## src/rtl/golomb_k_search_pkg.sv

```systemverilog
`default_nettype none
// ============================================================================
// Module   : golomb_k_search_pkg
// Purpose  : Shared widths, mode/state encodings, the latched context type and
//            small helpers for the Golomb k search block.
// Ports    : none (package)
// Revision : 1.0 - initial release
// ============================================================================
package golomb_k_search_pkg;

  localparam int A_LENGTH    = 16;
  localparam int N_LENGTH    = 7;
  localparam int TEMP_LENGTH = A_LENGTH + 1;
  localparam int MODE_LENGTH = 2;
  localparam int K_LENGTH    = 5;
  localparam int K_MAX       = 16;
  // N shifted by up to K_MAX never loses bits at this width.
  localparam int CMP_LENGTH  = N_LENGTH + K_MAX;

  localparam logic [MODE_LENGTH-1:0] MODE_REGULAR = 2'b00;
  localparam logic [MODE_LENGTH-1:0] MODE_RUN_INT = 2'b01;

  localparam int STATE_W = 2;
  typedef logic [STATE_W-1:0] state_t;
  localparam state_t ST_IDLE   = 2'd0;
  localparam state_t ST_SEARCH = 2'd1;
  localparam state_t ST_DONE   = 2'd2;

  typedef struct packed {
    logic [A_LENGTH-1:0]    a;
    logic [N_LENGTH-1:0]    n;
    logic                   ritype;
    logic [MODE_LENGTH-1:0] mode;
  } ctx_t;

  function automatic logic [CMP_LENGTH-1:0] f_shift_n(
    input logic [N_LENGTH-1:0] n,
    input logic [K_LENGTH-1:0] sh
  );
    return {{K_MAX{1'b0}}, n} << sh;
  endfunction

  function automatic logic [CMP_LENGTH-1:0] f_ext_temp(
    input logic [TEMP_LENGTH-1:0] t
  );
    return {{(CMP_LENGTH-TEMP_LENGTH){1'b0}}, t};
  endfunction

endpackage
`default_nettype wire

```

## src/rtl/golomb_k_search_if.sv

```systemverilog
`default_nettype none
// ============================================================================
// Module   : golomb_k_search_if
// Purpose  : Context-in / result-out handshake bundle of golomb_k_search.
// Signals  : in_valid/in_ready, A_Select, N_Select, RIType, mode (context side)
//            out_valid/out_ready, temp, k, k_err (result side)
// Modports : slave  - the search block
//            master - the context source / result consumer
// Revision : 1.0 - initial release
// ============================================================================
interface golomb_k_search_if;
  import golomb_k_search_pkg::*;

  logic                   in_valid;
  logic                   in_ready;
  logic [A_LENGTH-1:0]    A_Select;
  logic [N_LENGTH-1:0]    N_Select;
  logic                   RIType;
  logic [MODE_LENGTH-1:0] mode;
  logic                   out_valid;
  logic                   out_ready;
  logic [TEMP_LENGTH-1:0] temp;
  logic [K_LENGTH-1:0]    k;
  logic                   k_err;

  modport slave (
    input  in_valid, A_Select, N_Select, RIType, mode, out_ready,
    output in_ready, out_valid, temp, k, k_err
  );

  modport master (
    output in_valid, A_Select, N_Select, RIType, mode, out_ready,
    input  in_ready, out_valid, temp, k, k_err
  );

endinterface
`default_nettype wire

```

## src/rtl/golomb_k_search_temp_calc.sv

```systemverilog
`default_nettype none
// ============================================================================
// Module   : golomb_temp_calc
// Purpose  : Combinational temp formation from a latched context.
//            temp = A                      (regular, or any unknown mode)
//            temp = A + (N >> 1) * RIType  (run interruption)
// Ports    : i_a, i_n, i_ritype, i_mode (context) -> o_temp
// Revision : 1.0 - initial release
// ============================================================================
module golomb_temp_calc
  import golomb_k_search_pkg::*;
(
  input  logic [A_LENGTH-1:0]    i_a,
  input  logic [N_LENGTH-1:0]    i_n,
  input  logic                   i_ritype,
  input  logic [MODE_LENGTH-1:0] i_mode,
  output logic [TEMP_LENGTH-1:0] o_temp
);

  logic                   w_add_half;
  logic [TEMP_LENGTH-1:0] w_a_ext;
  logic [TEMP_LENGTH-1:0] w_half_n_ext;

  assign w_add_half   = (i_mode == MODE_RUN_INT) && i_ritype;
  // Both operands zero-extended so the carry lands in the extra temp bit.
  assign w_a_ext      = {1'b0, i_a};
  assign w_half_n_ext = {{(TEMP_LENGTH-N_LENGTH+1){1'b0}}, i_n[N_LENGTH-1:1]};
  assign o_temp       = w_add_half ? (w_a_ext + w_half_n_ext) : w_a_ext;

endmodule
`default_nettype wire

```

## src/rtl/golomb_k_search.sv

```systemverilog
`default_nettype none
// ============================================================================
// Module   : golomb_k_search
// Purpose  : Latches one context, forms temp, and finds the smallest k with
//            (N << k) >= temp (saturating at K_MAX), returning temp/k/k_err
//            over a valid/ready handshake.
// Ports    : clk   - rising-edge clock
//            rst_n - asynchronous active-low reset
//            bus   - golomb_k_search_if.slave (context in, result out)
// Config   : GOLOMB_K_PARALLEL_EN - when defined, all K_MAX+1 shifts are
//            compared in one cycle (fixed 2-cycle latency); otherwise one
//            shift per cycle (k+2 cycle latency).
// Revision : 1.0 - initial release
// ============================================================================
module golomb_k_search
  import golomb_k_search_pkg::*;
(
  input  logic              clk,
  input  logic              rst_n,
  golomb_k_search_if.slave  bus
);

  state_t                 r_state;
  state_t                 w_state_nxt;
  ctx_t                   r_ctx;
  // High during the first SEARCH cycle, while temp is being registered.
  logic                   r_latch;
  logic [TEMP_LENGTH-1:0] r_temp;
  logic [K_LENGTH-1:0]    r_k;
  logic                   r_k_err;

  logic [TEMP_LENGTH-1:0] w_temp;
  logic                   w_accept;
  logic                   w_in_ready;
  logic                   w_out_valid;
  logic                   w_res_valid;
  logic [K_LENGTH-1:0]    w_res_k;
  logic                   w_res_err;

  golomb_temp_calc u_temp_calc (
    .i_a      (r_ctx.a),
    .i_n      (r_ctx.n),
    .i_ritype (r_ctx.ritype),
    .i_mode   (r_ctx.mode),
    .o_temp   (w_temp)
  );

  assign w_accept = bus.in_valid && w_in_ready;

`ifdef GOLOMB_K_PARALLEL_EN
  logic [K_MAX:0] w_ge_vec;

  generate
    for (genvar gi = 0; gi <= K_MAX; gi++) begin : g_par_cmp
      assign w_ge_vec[gi] = f_shift_n(r_ctx.n, K_LENGTH'(gi)) >= f_ext_temp(r_temp);
    end
  endgenerate

  // Priority encoder: lowest passing shift wins; none passing saturates.
  always_comb begin
    w_res_k   = K_LENGTH'(K_MAX);
    w_res_err = 1'b1;
    for (int j = K_MAX; j >= 0; j--) begin
      if (w_ge_vec[j]) begin
        w_res_k   = K_LENGTH'(j);
        w_res_err = 1'b0;
      end
    end
    if (r_ctx.n == '0) begin
      w_res_k   = '0;
      w_res_err = 1'b1;
    end
  end

  assign w_res_valid = !r_latch;
`else
  logic [K_LENGTH-1:0] r_kcnt;
  logic                w_ge;
  logic                w_sat;

  assign w_ge  = f_shift_n(r_ctx.n, r_kcnt) >= f_ext_temp(r_temp);
  assign w_sat = (r_kcnt == K_LENGTH'(K_MAX));

  // The error branch is only taken on the saturated step, so r_kcnt == K_MAX.
  always_comb begin
    w_res_k   = r_kcnt;
    w_res_err = 1'b0;
    if (r_ctx.n == '0) begin
      w_res_k   = '0;
      w_res_err = 1'b1;
    end else if (!w_ge) begin
      w_res_err = 1'b1;
    end
  end

  assign w_res_valid = !r_latch && ((r_ctx.n == '0) || w_ge || w_sat);

  always_ff @(posedge clk or negedge rst_n) begin
    if (!rst_n) begin
      r_kcnt <= '0;
    end else if (w_accept) begin
      r_kcnt <= '0;
    end else if ((r_state == ST_SEARCH) && !r_latch && !w_res_valid) begin
      r_kcnt <= r_kcnt + 1'b1;
    end
  end
`endif

  // ---------------------------------------------------------------- FSM
  always_ff @(posedge clk or negedge rst_n) begin
    if (!rst_n) begin
      r_state <= ST_IDLE;
    end else begin
      r_state <= w_state_nxt;
    end
  end

  always_comb begin
    w_state_nxt = r_state;
    case (r_state)
      ST_IDLE: begin
        if (w_accept) w_state_nxt = ST_SEARCH;
      end
      ST_SEARCH: begin
        if (w_res_valid) w_state_nxt = ST_DONE;
      end
      ST_DONE: begin
        if (w_accept)           w_state_nxt = ST_SEARCH;
        else if (bus.out_ready) w_state_nxt = ST_IDLE;
      end
      default: w_state_nxt = ST_IDLE;
    endcase
  end

  always_comb begin
    w_in_ready  = 1'b0;
    w_out_valid = 1'b0;
    case (r_state)
      ST_IDLE: w_in_ready = 1'b1;
      ST_DONE: begin
        // Releasing the result frees the block for a back-to-back accept.
        w_in_ready  = bus.out_ready;
        w_out_valid = 1'b1;
      end
      default: ;
    endcase
  end

  // ----------------------------------------------------------- datapath
  always_ff @(posedge clk or negedge rst_n) begin
    if (!rst_n) begin
      r_ctx   <= '0;
      r_latch <= 1'b0;
      r_temp  <= '0;
      r_k     <= '0;
      r_k_err <= 1'b0;
    end else begin
      if (w_accept) begin
        r_ctx.a      <= bus.A_Select;
        r_ctx.n      <= bus.N_Select;
        r_ctx.ritype <= bus.RIType;
        r_ctx.mode   <= bus.mode;
        r_latch      <= 1'b1;
      end else if ((r_state == ST_SEARCH) && r_latch) begin
        r_temp  <= w_temp;
        r_latch <= 1'b0;
      end
      if ((r_state == ST_SEARCH) && w_res_valid) begin
        r_k     <= w_res_k;
        r_k_err <= w_res_err;
      end
    end
  end

  assign bus.in_ready  = w_in_ready;
  assign bus.out_valid = w_out_valid;
  assign bus.temp      = r_temp;
  assign bus.k         = r_k;
  assign bus.k_err     = r_k_err;

endmodule
`default_nettype wire

```

## src/flat_wrapper.sv

```systemverilog
// flat-port wrapper written by rule: the top's interface ports become plain ports
module golomb_k_search_flat import golomb_k_search_pkg::*;
  (clk, rst_n, bus_in_valid, bus_A_Select, bus_N_Select, bus_RIType, bus_mode, bus_out_ready, bus_in_ready, bus_out_valid, bus_temp, bus_k, bus_k_err);
  golomb_k_search_if bus_i ();
  input  logic clk;
  input  logic rst_n;
  input wire logic [$bits(bus_i.in_valid)-1:0] bus_in_valid;
  input wire logic [$bits(bus_i.A_Select)-1:0] bus_A_Select;
  input wire logic [$bits(bus_i.N_Select)-1:0] bus_N_Select;
  input wire logic [$bits(bus_i.RIType)-1:0] bus_RIType;
  input wire logic [$bits(bus_i.mode)-1:0] bus_mode;
  input wire logic [$bits(bus_i.out_ready)-1:0] bus_out_ready;
  output wire logic [$bits(bus_i.in_ready)-1:0] bus_in_ready;
  output wire logic [$bits(bus_i.out_valid)-1:0] bus_out_valid;
  output wire logic [$bits(bus_i.temp)-1:0] bus_temp;
  output wire logic [$bits(bus_i.k)-1:0] bus_k;
  output wire logic [$bits(bus_i.k_err)-1:0] bus_k_err;
  assign bus_i.in_valid = bus_in_valid;
  assign bus_i.A_Select = bus_A_Select;
  assign bus_i.N_Select = bus_N_Select;
  assign bus_i.RIType = bus_RIType;
  assign bus_i.mode = bus_mode;
  assign bus_i.out_ready = bus_out_ready;
  assign bus_in_ready = bus_i.in_ready;
  assign bus_out_valid = bus_i.out_valid;
  assign bus_temp = bus_i.temp;
  assign bus_k = bus_i.k;
  assign bus_k_err = bus_i.k_err;
  golomb_k_search u_core (.clk(clk), .rst_n(rst_n), .bus(bus_i));
endmodule
```

## config.mk

```make
export PLATFORM = sky130hd
export DESIGN_NAME = golomb_k_search_flat
export DESIGN_NICKNAME = d
export VERILOG_FILES = /design/src/rtl/golomb_k_search_pkg.sv /design/src/rtl/golomb_k_search_if.sv /design/src/rtl/golomb_k_search_temp_calc.sv /design/src/rtl/golomb_k_search.sv /design/src/flat_wrapper.sv
export SDC_FILE = /design/constraint.sdc
export NUM_CORES = 1
export LEC_CHECK = 0
export ABC_AREA = 0
export CAP_MARGIN = 40
export CORE_MARGIN = 10
export CORE_UTILIZATION = 45
export DETAILED_ROUTE_END_ITERATION = 16
export PLACE_DENSITY = 0.68
export RECOVER_POWER = 50
export SKIP_CTS_REPAIR_TIMING = 1
export SYNTH_ARGS = -nofsm -noshare
export SYNTH_HDL_FRONTEND = slang
export SYNTH_SLANG_ARGS = --single-unit
```

## constraint.sdc

```tcl
create_clock -name clk -period 9.9 [get_ports clk]
set_input_delay 1.485 -clock clk [delete_from_list [all_inputs] [get_ports clk]]
set_output_delay 1.485 -clock clk [all_outputs]
set_load 0.1 [all_outputs]
```

==> impl_results.md <==
* Mean Syn Cell Area at 8.24 um^2
* WL final at 10,200 um
* Drt drc at 0
* Arrival time worst endpoint at 4820 ps
* Worst path required time at 10,140 ps
* Pint at 0.000892 W
* Leading cell type in the layout, fill and taps excluded: nand2_1
* H-tree lvl count at 3
* Syn nets at 510
* Endpoints failing hold at 0
* #FFs+latches synth at 57
* Power Density at 373 nW/um^2
* Clk pwr share at 11.9%
* Status: finished, violations left
* Die X at 111 um
* YS warnings at 0
* Core Rows at 33
* Maximum clock path buffer count at 2
* Final period utilization at 46.3%
* Placed Cells at 618
* Worst slew pin tran at 3030 ps
* Most frequent cells in the layout: nand2_1, dfrtp_1, clkdlybuf4s50_1
* Layout area overhead at 31.7%
* Clk root buf: clkbuf_8
* Skew final at 8.94 ps
* CP Class: register to register
* Worst hold path type: register to register
* FFs w/ async S/R, synth at 100%
* N_diodes at 0
* DP HPWL at 7710 um
* RePlAce Congestion at 0.910
* Post-synth top flop: dfrtp_1
* Slew Limit Fails at 96
* Drt via density at 5.53
* Vias after detailed routing at 3,503
* Pin count of the biggest net entering global routing at 58
* Synth unique cells at 57
* Die area at 12,400 um^2
* GRT Util Overall at 16.0%
* Detail Route Antenna Nets at 0
* Max-Cap Viols at 2
* # fillers at 653
* Comb power frac at 62.7%
* Clock Latency Late Sink at 340 ps
* Number of synthesized flops with an enable pin at 0
* WHS at 473 ps
* Global-route wire length before repair at 16,800 um
* I/O Buffers at 54
* Peak VDD IR at 161 uV
* Drt initial violations at 180
* Setup TNS at 0 ps
* Sequential share of power at 25.4%
* Failing checks: capacitance limit, slew limit
* Starting Density at 46.0%
* Fmax at 218 MHz
* Die H at 111 um
* Pleak at 2.26 nW
* Net switching power at 0.000945 W
* Layout cell share with drive strength beyond 1 at 9.64%
* Final Setup Violations at 0
* Pre-antenna DRT Iters at 5
* Antenna violations before repair at 0
* Sink count of the clock tree at 57
* Clock transition at path regs at 70 ps
* Synthesized instance count at 454
* Final Power at 0.00184 W
* Core Area at 8130 um^2
* Crit start category: register
* Filler-free cell count of the finished design at 634
* Post-synthesis sequential area ratio at 38.1%
* Slew HR at -102%
* Mapped Area at 3740 um^2
* Wire per inst at 16.1 um
* RSZ-0062 raised after global routing: false
* Total gr overflow at 0
* Vias in the first global route at 3,468
* TritonCTS clock tree: built
* Worst Path Max Fanout at 21
* FF+latch area at 1430 um^2
* CP endpoint kind: register
* Nets at 580
* Top Ports at 55
* CTS Buf Count at 9
* Min Tclk post-route at 4580 ps
* Multi-input combinational cell area at 2090 um^2
* Switching Share at 51.4%
[metal layers]
layer / track usage, % / up-vias / wire length, um
li1: - / 1713 / -
met1: 20.2 / 1655 / 4400
met2: 25.7 / 112 / 5060
met3: 2.98 / 23 / 502
met4: 7.71 / 0 / 276
met5: 0 / - / 0
[path summary, 6_finish.rpt]
kind	slack [ps]	cells after the start	end	from
worst max-delay path	5320	14	u_core.r_kcnt[3]$_DFFE_PN0P_	u_core.r_kcnt[0]$_DFFE_PN0P_
worst max register to register	5320	14	u_core.r_kcnt[3]$_DFFE_PN0P_	u_core.r_kcnt[0]$_DFFE_PN0P_
worst min register to register	470	2	u_core.r_ctx[1]$_DFFE_PN0P_	u_core.r_ctx[1]$_DFFE_PN0P_
min in group asynchronous	2230	2	u_core.bus.k[2]$_DFFE_PN0P_	rst_n
worst min-delay path	470	2	u_core.r_ctx[1]$_DFFE_PN0P_	u_core.r_ctx[1]$_DFFE_PN0P_
max in group asynchronous	5950	2	u_core.r_ctx[24]$_DFFE_PN0P_	rst_n
[power by group through the flow]
stage	combinational, W	sequential [W]	clock, W
after CTS	0.00116	0.000463	0.000223
after global placement	0.000974	0.000462	0
after detailed placement	0.00115	0.000467	0
after global routing	0.00125	0.000483	0.000235
final	0.00115	0.000467	0.000218
after floorplan	0.000525	0.000682	0
[stage by stage]
step / utilization [%] / setup slack, ps / area [um^2]
after floorplan: - / 5360 / 3740
after global placement: 53.1 / 5060 / 4320
after detailed placement: 58.4 / 5420 / 4750
after CTS: 60.8 / 5460 / 4940
after global routing: 60.6 / 5120 / 4930
final: 60.6 / 5320 / 4930
[flip-flops by register name, summed over array words and instances, names as in the netlist]
register and cells:
u_core.bus.k 5, u_core.r_ctx 26, u_core.r_kcnt 5, u_core.r_latch 1, u_core.r_state 2, u_core.bus.temp 17, u_core.bus.k_err 1
[cells by family (layout without fill, tap and decap cells)]
family,count (synthesis),in the layout,share of synthesized area (%)
buf+inv,56,131,5.99
xor+xnor,12,12,2.81
simple gates,182,182,22.5
mux,9,9,2.91
fa+ha+maj,26,26,8.90
compound gates,112,112,18.8
flops,57,57,38.1
[worst max-delay path, cell delays in order, from the launching register on]
cell and delay [ps]:
dfrtp_1 820, mux4_2 610, and2_1 170, a31oi_1 200, nor2_1 70, a21oi_1 150
nor2_1 60, ha_1 300, and3_1 170, o21ai_0 180, a21boi_0 150, o311ai_0 580
nand3_2 330, or4_1 540, a21oi_1 150
[area by class of cell]
| cell class | instances | area share [%] |
|---|---|---|
| Timing Repair Buffer | 82 | 19.5 |
| Inverter | 33 | 2.51 |
| Multi-Input combinational cell | 341 | 42.4 |
| Clock inverter | 6 | 1.17 |
| Clock buffer | 10 | 2.79 |
| Tap cell | 105 | 2.67 |
| Sequential cell | 57 | 29.0 |
[synthesized netlist by cell type, drive strengths merged (3+ instances only)]
library cell	number	share of area, %
a21oi	38	5.1
mux2i	6	1.6
inv	32	3.2
xor2	5	1.2
a32o	5	1.3
nand3b	3	0.60
dfrtp	57	38
xnor2	7	1.6
a2111oi	5	1.2
and3	6	1.0
o21ai	31	4.2
nor3	11	1.5
nand2b	9	1.5
nand2	93	9.3
nand3	12	1.7
nor2b	7	1.2
clkbuf	17	1.7
and2	3	0.50
or4	4	0.80
a211oi	8	1.6
ha	25	8.4
a21o	5	1.0
o31ai	4	0.80
nor2	24	2.4
nand4	3	0.50
buf	6	0.97
No activity file was read; power rests on OpenSTA's default activity.
==> RTL edit 1: new RTL, same settings <==
Build with the macro `GOLOMB_K_PARALLEL_EN` defined.
--- a/src/rtl/golomb_k_search.sv
+++ b/src/rtl/golomb_k_search.sv
@@ -12,6 +12,8 @@
 //            shift per cycle (k+2 cycle latency).
 // Revision : 1.0 - initial release
 // ============================================================================
+`define GOLOMB_K_PARALLEL_EN
+
 module golomb_k_search
   import golomb_k_search_pkg::*;
 (
Formal check against the unedited RTL: not equivalent (a bounded check fails within 4 cycles, from zero or initial values and one cycle with rst_n low).
==> RTL edit 1 against the unedited design <==
The run still ends with max-capacitance violations, max-slew violations left. Maximum frequency increased by 2.2%. Area after synthesis increased by 32%. Non-clock buffer count increased by 4. Die area increased by 26%. Wire length increased by 36%. First-iteration DRC count increased by 42%. Cell area increased by 24%. Count of clock-buffer cells in the layout decreased by 2. Synthesized cell count increased by 17%. Sequential cell count decreased by 5. Setup slack improved by 0.097 ns. Global-route usage increased by 1.6 points.
Power is left out: the tool's default activity adds up to more than one toggle a clock period on the data nets, which glitch-free logic cannot reach.
==> RTL edit 1: results (changes against the unedited design) <==
status=finished, violations left (unchanged); failing checks=max-capacitance violations, max-slew violations (unchanged); syn_nets=664 (was 510); H-tree depth=2 (was 3); CTS buffer count=5 (was 9); vias per cell=6.03 (was 5.53); min-delay src=u_core.bus.k[4] (was u_core.r_ctx[1]); Worst path max stage delay=0.54 ns (was 0.82 ns); GRT Resource Usage Total=17.6% (was 16.0%); fin nets=748 (was 580); Synth area leaders=dfrtp_1, ha_1, mux2_2 (was dfrtp_1, nand2_1, ha_1); largest net degree at the start of global routing=53 (was 58); Slew HR=-85.9% (was -102%); first-pass GRT wire length=23.5 mm (was 16.8 mm); GP Congestion=0.903 (was 0.910); top layer in use=met4 (unchanged); crit path launch=bus_out_ready (was u_core.r_kcnt[0]); Iteration-0 DRC Markers=255 (was 180); vias in the first global route=4,815 (was 3,468); Netlist cell types=60 (was 57); CTS clock-pin slew for the worst setup and hold paths=0.09 ns (was 0.07 ns); Setup Skew=0.00641 ns (was 0.00894 ns); grt met3 use=2.34% (was 2.98%); proportion of layout cells with a drive suffix above 1=9.93% (was 9.64%); Hold Path Class=reg -> reg (unchanged); CP endpoint=bus_in_ready (was u_core.r_kcnt[3]); post-route ant nets=0 (unchanged); Reg-to-Reg Start=u_core.r_ctx[5] (was u_core.r_kcnt[0]); WP data arrival=3.00 ns (was 4.82 ns); Inserted Diodes=0 (unchanged); crit path max-delay cell type=dlygate4sd3_1 (was dfrtp_1); register area share after synthesis=26.4% (was 38.1%); Worst-Skew Late Latency=0.31 ns (was 0.34 ns); Max FO, Critical Path=2 (was 21); Slew Viols, Final=53 (was 96); metal2 WL=6.87 mm (was 5.06 mm); Synth async-reset ratio=100% (unchanged); synth cell count leaders=ha_1, dfrtp_1, o21ai_0 (was nand2_1, dfrtp_1, a21oi_1); M1 WL=6.11 mm (was 4.40 mm); hold path endpoint=u_core.bus.k[4] (was u_core.r_ctx[1]); Detail Placement HPWL=10.8 mm (was 7.71 mm); Layout fillers=941 (was 653); CTS Buffer Depth=2 (unchanged); max_cap viols=1 (was 2); r2r worst-path depth=10 (was 14); drt pass-1 iters=4 (was 5); reg2reg end=u_core.bus.temp[14] (was u_core.r_kcnt[3]); Startpoint Class=primary input (was flip-flop); Hold Path Depth=1 (was 2); Reg with most FFs=u_core.r_ctx (unchanged); vias=4,550 (was 3,503); Cells after Synth=529 (was 454); worst reg2reg setup slack=5.99 ns (was 5.32 ns); drt wl/cell=18.5 µm (was 16.1 µm); DR WL met3=714 µm (was 502 µm); GR Util met1=21.2% (was 20.2%); crit-path leading delay family=buffers and inverters (was compound AO/OA/AOI/OAI gates); met2 usage=31.4% (was 25.7%)
==> RTL edit 1: kinds of logic after synthesis <==
family / count (synthesis) / share of synthesized area (%)
simple gates: 143 / 15.6
buf+inv: 40 / 3.05
xor+xnor: 12 / 2.13
mux: 21 / 4.77
flops: 52 / 26.4
compound gates: 156 / 21.2
fa+ha+maj: 105 / 26.8
==> RTL edit 1: through the flow <==
step | setup WS (ns) | hold slack (ns) | cell area [µm²]
2_1_floorplan | 5.39 | 0.471 | 4930
3_3_place_gp | 5.12 | 0.477 | 5660
3_5_place_dp | 5.49 | 0.484 | 6030
4_1_cts | 5.49 | 0.504 | 6120
5_1_grt | 5.37 | 0.523 | 6110
6_report | 5.42 | 0.503 | 6110
==> RTL edit 1: layout make-up <==
type | instances | area (µm²) | share of cell area (%)
inverter | 31 | 116 | 1.90
sequential | 52 | 1300 | 21.3
tap | 140 | 175 | 2.87
clock buffer | 8 | 90.1 | 1.47
timing repair buffer | 86 | 952 | 15.6
multi-input combinational | 437 | 3480 | 56.9
==> RTL edit 2: new RTL, same settings <==
Made on the original files. Reset style: synchronous (`rst_n`), changed in 3 clocked blocks. Comments in the files are not updated.
--- a/src/rtl/golomb_k_search.sv
+++ b/src/rtl/golomb_k_search.sv
@@ -95,7 +95,7 @@
 
   assign w_res_valid = !r_latch && ((r_ctx.n == '0) || w_ge || w_sat);
 
-  always_ff @(posedge clk or negedge rst_n) begin
+  always_ff @(posedge clk) begin
     if (!rst_n) begin
       r_kcnt <= '0;
     end else if (w_accept) begin
@@ -107,7 +107,7 @@
 `endif
 
   // ---------------------------------------------------------------- FSM
-  always_ff @(posedge clk or negedge rst_n) begin
+  always_ff @(posedge clk) begin
     if (!rst_n) begin
       r_state <= ST_IDLE;
     end else begin
@@ -147,7 +147,7 @@
   end
 
   // ----------------------------------------------------------- datapath
-  always_ff @(posedge clk or negedge rst_n) begin
+  always_ff @(posedge clk) begin
     if (!rst_n) begin
       r_ctx   <= '0;
       r_latch <= 1'b0;
Check against the original RTL: differs if rst_n is asserted again (counterexample within 4 cycles, from zero or initial values and one cycle with rst_n low); with rst_n held inactive, the same outputs for 10 cycles.
==> RTL edit 2 against the unedited design <==
Worst hold slack got worse by 0.013 ns. Cell area fell by 2.4%. Synthesized cell count rose by 8.6%. Sequential cell count did not move. Area after synthesis rose by 0.84%. Setup slack improved by 0.14 ns. Global-route usage rose by 1.1 points. Wire length rose by 5.0%.
Power is not compared: it rests on default switching activity, and its combinational part moved more than twofold at a synthesized area within 25%.
==> RTL edit 2: results (changes against the unedited design) <==
fin nets=616 (was 580); status=completed (was finished, violations left); Slew HR=19.0% (was -102%); Synth async-reset ratio=0% (was 100%); grt met3 use=3.49% (was 2.98%); Cells after Synth=493 (was 454); metal2 WL=5.31 mm (was 5.06 mm); Detail Placement HPWL=8.41 mm (was 7.71 mm); Worst path max stage delay=0.55 ns (was 0.82 ns); DR WL met3=485 µm (was 502 µm); WP data arrival=2.96 ns (was 4.82 ns); synth cell count leaders=nand2_1, dfxtp_1, a21oi_1 (was nand2_1, dfrtp_1, a21oi_1); GRT Resource Usage Total=17.2% (was 16.0%); Netlist cell types=63 (was 57); drt pass-1 iters=4 (was 5); Setup Skew=0.00838 ns (was 0.00894 ns); mux contribution to synthesized area=3.25% (was 2.91%); GR Util met1=20.6% (was 20.2%); crit-path leading delay family=buffers and inverters (was compound AO/OA/AOI/OAI gates); drt wl/cell=16.0 µm (was 16.1 µm); prevailing post-synth register cell=dfxtp_1 (was dfrtp_1); met2 usage=29.7% (was 25.7%); proportion of layout cells with a drive suffix above 1=8.32% (was 9.64%); syn_nets=549 (was 510); first-pass GRT wire length=18.3 mm (was 16.8 mm); M1 WL=4.77 mm (was 4.40 mm); Max FO, Critical Path=3 (was 21); Adder-Cell Fraction of Synth Area=8.83% (was 8.90%); Synth Area in Compound Gates=22.4% (was 18.8%); vias=3,709 (was 3,503); dpl cells=654 (was 618); post-synthesis xor/xnor area fraction=3.48% (was 2.81%); GP Congestion=0.877 (was 0.910)
==> RTL edit 2: cell count changes after synthesis, sizes merged, moves of 8 or more <==
cell / unedited run / this run
o21ai: 31 / 23
dfxtp: 0 / 57
a211oi: 8 / 16
a21oi: 38 / 55
dfrtp: 57 / 0
nor2: 24 / 37
==> RTL edit 2: area by class of cell <==
| cell class | count | area [µm²] |
|---|---|---|
| clock buffers | 11 | 151 |
| clock inverters | 5 | 77.6 |
| fillers | 770 | 3370 |
| inverters | 34 | 128 |
| multi-input cells | 374 | 2380 |
| flip-flops and latches | 57 | 1140 |
| well taps | 105 | 131 |
| repair buffers | 84 | 797 |
==> RTL edit 2: path summary, 6_finish.rpt <==
check	startpoint	end	cells past startpoint	slack, ns
setup / recovery	bus_out_ready	bus_in_ready	5	5.46
hold / removal	u_core.bus.k[0]	u_core.bus.k[0]	2	0.46
setup reg to reg	u_core.r_kcnt[1]	u_core.bus.k_err	14	5.91
hold reg to reg	u_core.bus.k[0]	u_core.bus.k[0]	2	0.46
